File: src/rtl/usb_stream_packer.sv
// Packs capture bytes LSB-first into BUS_BYTES-wide FX2 words; a full word reaches the output register one cycle after its last byte.
// in_ready drops while the last lane would overwrite an unsent word; flush pads the tail word and ends the packet with a PKTEND strobe.
module usb_stream_packer #(
   parameter int          BUS_BYTES     = 2,
   parameter int          FLUSH_TIMEOUT = 4096,
   parameter logic [7:0]  PAD_BYTE      = 8'h00,
   parameter logic [15:0] RNG_SEED      = 16'h6c41
) (
   input  logic                   clk_i,
   input  logic                   reset_i,
   input  logic [7:0]             in_data_i,
   input  logic                   in_valid_i,
   output logic                   in_ready_o,
   input  logic                   flush_i,
   input  logic [1:0]             test_mode_i,
   output logic [8*BUS_BYTES-1:0] out_data_o,
   output logic                   out_valid_o,
   input  logic                   out_ready_i,
   output logic                   out_pktend_o,
   output logic                   busy_o
);
   localparam int W     = 8*BUS_BYTES;
   localparam int LANES = BUS_BYTES/2;
   localparam int CW    = $clog2(BUS_BYTES);
   localparam int IW    = (FLUSH_TIMEOUT > 0) ? $clog2(FLUSH_TIMEOUT+1) : 1;

   typedef enum logic [1:0] {FILL, WORD, PKTEND, TEST} state_t;

   state_t          state, state_nx;
   logic [CW-1:0]   cnt_q, cnt_nx;
   logic [W-1:0]    asm_q, asm_nx, asm_new;
   logic [W-1:0]    data_nx, pcnt_q, pcnt_nx;
   logic [W-1:0]    pat_cur, pat_adv;
   logic [15:0]     rng_q, rng_nx, rng_adv;
   logic [IW-1:0]   idle_q, idle_nx;
   logic            valid_nx, pktend_nx, ready_nx;
   logic            sent_q, sent_nx, fpend_q, fpend_nx;
   logic            acc, last, fire, timeout, flush_ev;
   logic [1:0]      tm;
   int              cnt_eff;

   function automatic logic [15:0] xs_step(input logic [15:0] s);
      logic [15:0] t;
      t = s ^ (s << 7);
      t = t ^ (t >> 9);
      t = t ^ (t << 8);
      return t;
   endfunction

   function automatic logic [15:0] xs_n(input logic [15:0] s, input int n);
      logic [15:0] t;
      t = s;
      for (int i = 0; i < 8; i++)
         if (i < n) t = xs_step(t);
      return t;
   endfunction

   // Lane k of a pattern word is the seed state advanced k+1 steps.
   always_comb begin
      pat_cur = '0;
      pat_adv = '0;
      for (int k = 0; k < LANES; k++) begin
         pat_cur[16*k +: 16] = xs_n(rng_q, k+1);
         pat_adv[16*k +: 16] = xs_n(rng_q, LANES+k+1);
      end
   end
   assign rng_adv = xs_n(rng_q, LANES);

   assign busy_o = (state == WORD) || (state == PKTEND) ||
                   ((state == FILL) && ((cnt_q != '0) || out_valid_o || sent_q));

   always_comb begin
      state_nx  = state;
      cnt_nx    = cnt_q;
      asm_nx    = asm_q;
      data_nx   = out_data_o;
      valid_nx  = out_valid_o;
      sent_nx   = sent_q;
      fpend_nx  = fpend_q;
      rng_nx    = rng_q;
      pcnt_nx   = pcnt_q;
      idle_nx   = idle_q;
      tm        = (test_mode_i == 2'b11) ? 2'b00 : test_mode_i;
      acc       = in_valid_i && in_ready_o;
      last      = (cnt_q == CW'(BUS_BYTES-1));
      fire      = out_valid_o && out_ready_i;
      timeout   = (FLUSH_TIMEOUT != 0) && (idle_q == IW'(FLUSH_TIMEOUT));
      flush_ev  = flush_i || fpend_q || timeout;
      cnt_eff   = int'(cnt_q) + int'(acc);
      asm_new   = asm_q;
      if (acc) asm_new[{cnt_q, 3'b000} +: 8] = in_data_i;

      case (state)
         FILL: begin
            fpend_nx = 1'b0;
            asm_nx   = asm_new;
            if (acc) cnt_nx = last ? '0 : cnt_q + CW'(1);
            if (fire) valid_nx = 1'b0;
            if (acc && last) begin
               data_nx  = asm_new;
               valid_nx = 1'b1;
               sent_nx  = 1'b1;
            end
            if (flush_ev) begin
               if (acc && last) begin
                  state_nx = PKTEND;
               end else if (cnt_eff != 0) begin
                  for (int k = 0; k < BUS_BYTES; k++)
                     if (k >= cnt_eff) asm_nx[8*k +: 8] = PAD_BYTE;
                  state_nx = WORD;
               end else if (sent_q) begin
                  state_nx = PKTEND;
               end
            end else if (tm != 2'b00 && cnt_q == '0 && !out_valid_o && !acc) begin
               state_nx = TEST;
            end
         end
         WORD: begin
            if (flush_i) fpend_nx = 1'b1;
            // Non-zero count means the padded word is still waiting for the output register.
            if (cnt_q != '0) begin
               if (!out_valid_o || out_ready_i) begin
                  data_nx  = asm_q;
                  valid_nx = 1'b1;
                  cnt_nx   = '0;
                  sent_nx  = 1'b1;
               end
            end else if (fire) begin
               valid_nx = 1'b0;
               state_nx = PKTEND;
            end
         end
         PKTEND: begin
            if (flush_i) fpend_nx = 1'b1;
            if (fire) valid_nx = 1'b0;
            if (out_pktend_o && out_ready_i) begin
               state_nx = FILL;
               sent_nx  = 1'b0;
            end
         end
         default: begin
            if (tm == 2'b00) begin
               state_nx = FILL;
               valid_nx = 1'b0;
               rng_nx   = RNG_SEED;
               pcnt_nx  = '0;
            end else if (!out_valid_o) begin
               valid_nx = 1'b1;
               data_nx  = (tm == 2'b01) ? pat_cur : pcnt_q;
            end else if (out_ready_i) begin
               if (tm == 2'b01) begin
                  rng_nx  = rng_adv;
                  data_nx = pat_adv;
               end else begin
                  pcnt_nx = pcnt_q + W'(1);
                  data_nx = pcnt_q + W'(1);
               end
            end
         end
      endcase

      if (FLUSH_TIMEOUT == 0 || acc || state_nx == PKTEND)
         idle_nx = '0;
      else if (busy_o && idle_q != IW'(FLUSH_TIMEOUT))
         idle_nx = idle_q + IW'(1);

      pktend_nx = (state_nx == PKTEND) && !valid_nx;
      ready_nx  = (state_nx == FILL) && !((cnt_nx == CW'(BUS_BYTES-1)) && valid_nx);
   end

   always_ff @(posedge clk_i or posedge reset_i) begin
      if (reset_i) begin
         state        <= FILL;
         cnt_q        <= '0;
         asm_q        <= '0;
         out_data_o   <= '0;
         out_valid_o  <= 1'b0;
         out_pktend_o <= 1'b0;
         in_ready_o   <= 1'b0;
         sent_q       <= 1'b0;
         fpend_q      <= 1'b0;
         rng_q        <= RNG_SEED;
         pcnt_q       <= '0;
         idle_q       <= '0;
      end else begin
         state        <= state_nx;
         cnt_q        <= cnt_nx;
         asm_q        <= asm_nx;
         out_data_o   <= data_nx;
         out_valid_o  <= valid_nx;
         out_pktend_o <= pktend_nx;
         in_ready_o   <= ready_nx;
         sent_q       <= sent_nx;
         fpend_q      <= fpend_nx;
         rng_q        <= rng_nx;
         pcnt_q       <= pcnt_nx;
         idle_q       <= idle_nx;
      end
   end
endmodule

File: config.mk
export PLATFORM = sky130hd
export DESIGN_NAME = usb_stream_packer
export DESIGN_NICKNAME = d
export VERILOG_FILES = /design/src/rtl/usb_stream_packer.sv
export SDC_FILE = /design/constraint.sdc
export NUM_CORES = 1
export LEC_CHECK = 0
export ABC_AREA = 1
export CAP_MARGIN = 20
export CORE_MARGIN = 3
export CORE_UTILIZATION = 55
export DETAILED_ROUTE_END_ITERATION = 8
export PLACE_DENSITY_LB_ADDON = 0.08
export REMOVE_ABC_BUFFERS = 1
export SLEW_MARGIN = 5
export SYNTH_ARGS = -nofsm -noshare
export SYNTH_HDL_FRONTEND = slang
export SYNTH_SLANG_ARGS = --single-unit
export TNS_END_PERCENT = 5
File: constraint.sdc
create_clock -name clk_i -period 2.2 [get_ports clk_i]
set_input_delay 0.22 -clock clk_i [delete_from_list [all_inputs] [get_ports clk_i]]
set_output_delay 0.22 -clock clk_i [all_outputs]
set_load 0.005 [all_outputs]
==> qor.yml <==
path_clk_slew_ns: 0.09
worst-path-stages: 5
cts_tree: "yes"
dieArea_um2: 11700
max_clock_freq_ghz: 0.473
cp-end-kind: "primary output"
clkSinkCount: 85
area_growth_pct: 14.9
antenna_found_initial: 0
globalRouteOverflowTotal: 0
place_congestion: 0.938
cpPeakStageDelay_ns: 0.51
cts-hold-fix-buffers: 0
worst_pin_slew_ns: 0.472
maxCapViolations: 0
cts_buffers: 9
syn_inst: 797
num_io_pins: 35
setup_viol: 0
synth_top_cell_by_area: "dfrtp_1"
grt_pass1_wl_um: 24700
grtUsageTotal: 0.267
layout_worst_path_cycle_share: 0.962
synthesis.area_um2: 5720
ys_ff_latch: 85
path_max_fanout: 8
hold_class: "in -> async"
dpl-instance-area_um2: 6350
portBuffers: 34
reg2reg_slack_ns: 0.14
async_flop_share: 1.00
synthTopCellsByCount: "nand2_1, inv_1, o21ai_0"
fp.dieH_um: 108
setup_slack_ns: 0.0844
num_rows: 36
ant_nets: 0
status: "complete, no violations"
fin_skew_ns: 0.0175
num_vias: 5461
ff2ff_path_depth: 15
crit_buf_inv: 2
wirelength_um: 14900
rsz0062_at_grt: "true"
slew_violations: 0
grt_pass1_vias: 5004
critPathLaunchType: "flip-flop"
viasPerCell: 5.57
clock_latency_ns: 0.38
path_class: "reg -> out"
worstReg2RegStart: "rng_q[6]"
wl_per_cell_um: 15.2
ir_worst_vdd_mv: 0.846
grt_max_degree: 86
diodes: 0
avgSynthCellArea_um2: 7.18
r2r-end: "out_data_o[3]"
fin_crit_ns: 2.12
drive_above_1_share: 0.137
synth_edf_count: 0
power_density_nw_per_um2: 1680
pre_cts_ws_ns: 0.00391
nets: 869
slew_headroom: 0.685
cp_data_arrival_time_ns: 1.90
ys_warn_count: 0
root_buffer: "clkbuf_8"
dr.pass1.iters: 5
yosysUniqueCellTypes: 40
p_leak_nw: 3.06
post_cts_buffers: 0
ctsHtreeMaxLevel: 3
dp_hpwl_um: 11100
floorplan.initialDensity: 0.575
yosys.cell_count.top_type: "nand2_1"
startpoint: "state[0]"
required_ns: 1.98
crit_path_end: "busy_o"
ys_seq_area_frac: 0.373
cp_top_family: "buffers and inverters"
ys.flop_type: "dfrtp_1"
dieWidth_um: 108
core_area_um2: 9950
max-clock-path-buffers: 2
hold_viol: 0
drt_iter0_drc: 343
path_cells: "inv_2 > ha_4 > o21ai_1 > nand2_2 > clkdlybuf4s50_1"
fin_area_um2: 6580
drc: 0
crit_path_top_delay_cell: "clkdlybuf4s50_1"
synthTopCellsByArea: "dfrtp_1, nand2_1, o21ai_0"
synth_top_area_frac: 0.345
[what timing repair did]
action                     in CTS  in global routing
gates resized for setup         2                  6
hold endpoints to repair        0                  0
setup endpoints to repair       1                  4
[where the power goes]
group	switching (mW)	internal [mW]
registers	0.539	2.27
logic	4.50	2.57
clock network	0.650	0.539
total	5.69	5.38
[sequential cells by signal, indices dropped and copies added (netlist names)]
name / flops
in_ready_o: 1
cnt_q: 1
out_data_o: 16
fpend_q: 1
out_valid_o: 1
sent_q: 1
out_pktend_o: 1
asm_q: 16
pcnt_q: 16
rng_q: 16
idle_q: 13
state: 2
[kinds of logic after synthesis]
kind of cell | share of synthesized area
AO/OA/AOI/OAI | 0.170
XOR/XNOR | 0.0426
adder cells (fa/ha/maj) | 0.0262
buffers and inverters | 0.0911
flip-flops | 0.373
AND/OR/NAND/NOR | 0.297
[worst min-delay path by stage]
stage / startpoint / endpoint / slack [ns] / cells after the start
floorplan: in_valid_i / idle_q[10] / 0.43 / 3
global placement: fpend_q / fpend_q / 0.47 / 2
detailed placement: out_data_o[5] / out_data_o[5] / 0.47 / 2
CTS: reset_i / in_ready_o / 0.27 / 3
global route: reset_i / out_pktend_o / 0.32 / 3
finish: reset_i / rng_q[3] / 0.24 / 3
[cell usage in the layout (no fill, tap or decap), drive strengths merged, types with 3 or more instances in the layout]
cell type / Yosys / layout
dfrtp: 79 / 79
nand2: 181 / 181
clkdlybuf4s50: 0 / 34
nand3b: 4 / 4
ha: 12 / 12
nor3: 13 / 13
a21oi: 61 / 61
dfstp: 6 / 6
clkbuf: 11 / 9
buf: 12 / 23
xor2: 23 / 23
o22ai: 25 / 25
nand4: 7 / 7
inv: 110 / 113
xnor2: 4 / 4
nor2: 72 / 72
nor4: 3 / 3
clkinv: 1 / 3
o21ai: 86 / 86
nand3: 75 / 75
[through the flow]
stage | std cells | TNS (ns) | hold slack (ns) | power (mW) | util
detailed placement | 964 | 0 | 0.469 | 9.73 | 0.638
global placement | 964 | 0 | 0.471 | 9.54 | 0.638
floorplan | 774 | -21.13 | 0.432 | 7.53 | -
finish | 980 | 0 | 0.237 | 11.1 | 0.661
CTS | 980 | 0 | 0.271 | 11.0 | 0.659
global route | 980 | -0.0230 | 0.324 | 12.1 | 0.661
[worst reg2reg max path, delay by kind of cell, from the launching register on]
kind / cells / cell delay (ns)
compound gates: 2 / 0.21
simple gates: 11 / 0.98
flops: 1 / 0.60
buf+inv: 2 / 0.17
[per-layer routing]
metal | track usage | vias up | share of wire
li1 | - | 2718 | -
met1 | 0.393 | 2541 | 0.46
met2 | 0.409 | 180 | 0.45
met3 | 0.0287 | 22 | 0.064
met4 | 0.0956 | 0 | 0.022
met5 | 0 | - | 0
[cell type report]
cell class	count	area [um2]
repair buffers	57	563
multi-input cells	578	3090
clock buffers	9	124
clock inverters	7	77.6
fillers	871	3380
inverters	111	418
flip-flops and latches	85	2140
well taps	133	166
No activity file was read; power rests on OpenSTA's default activity.
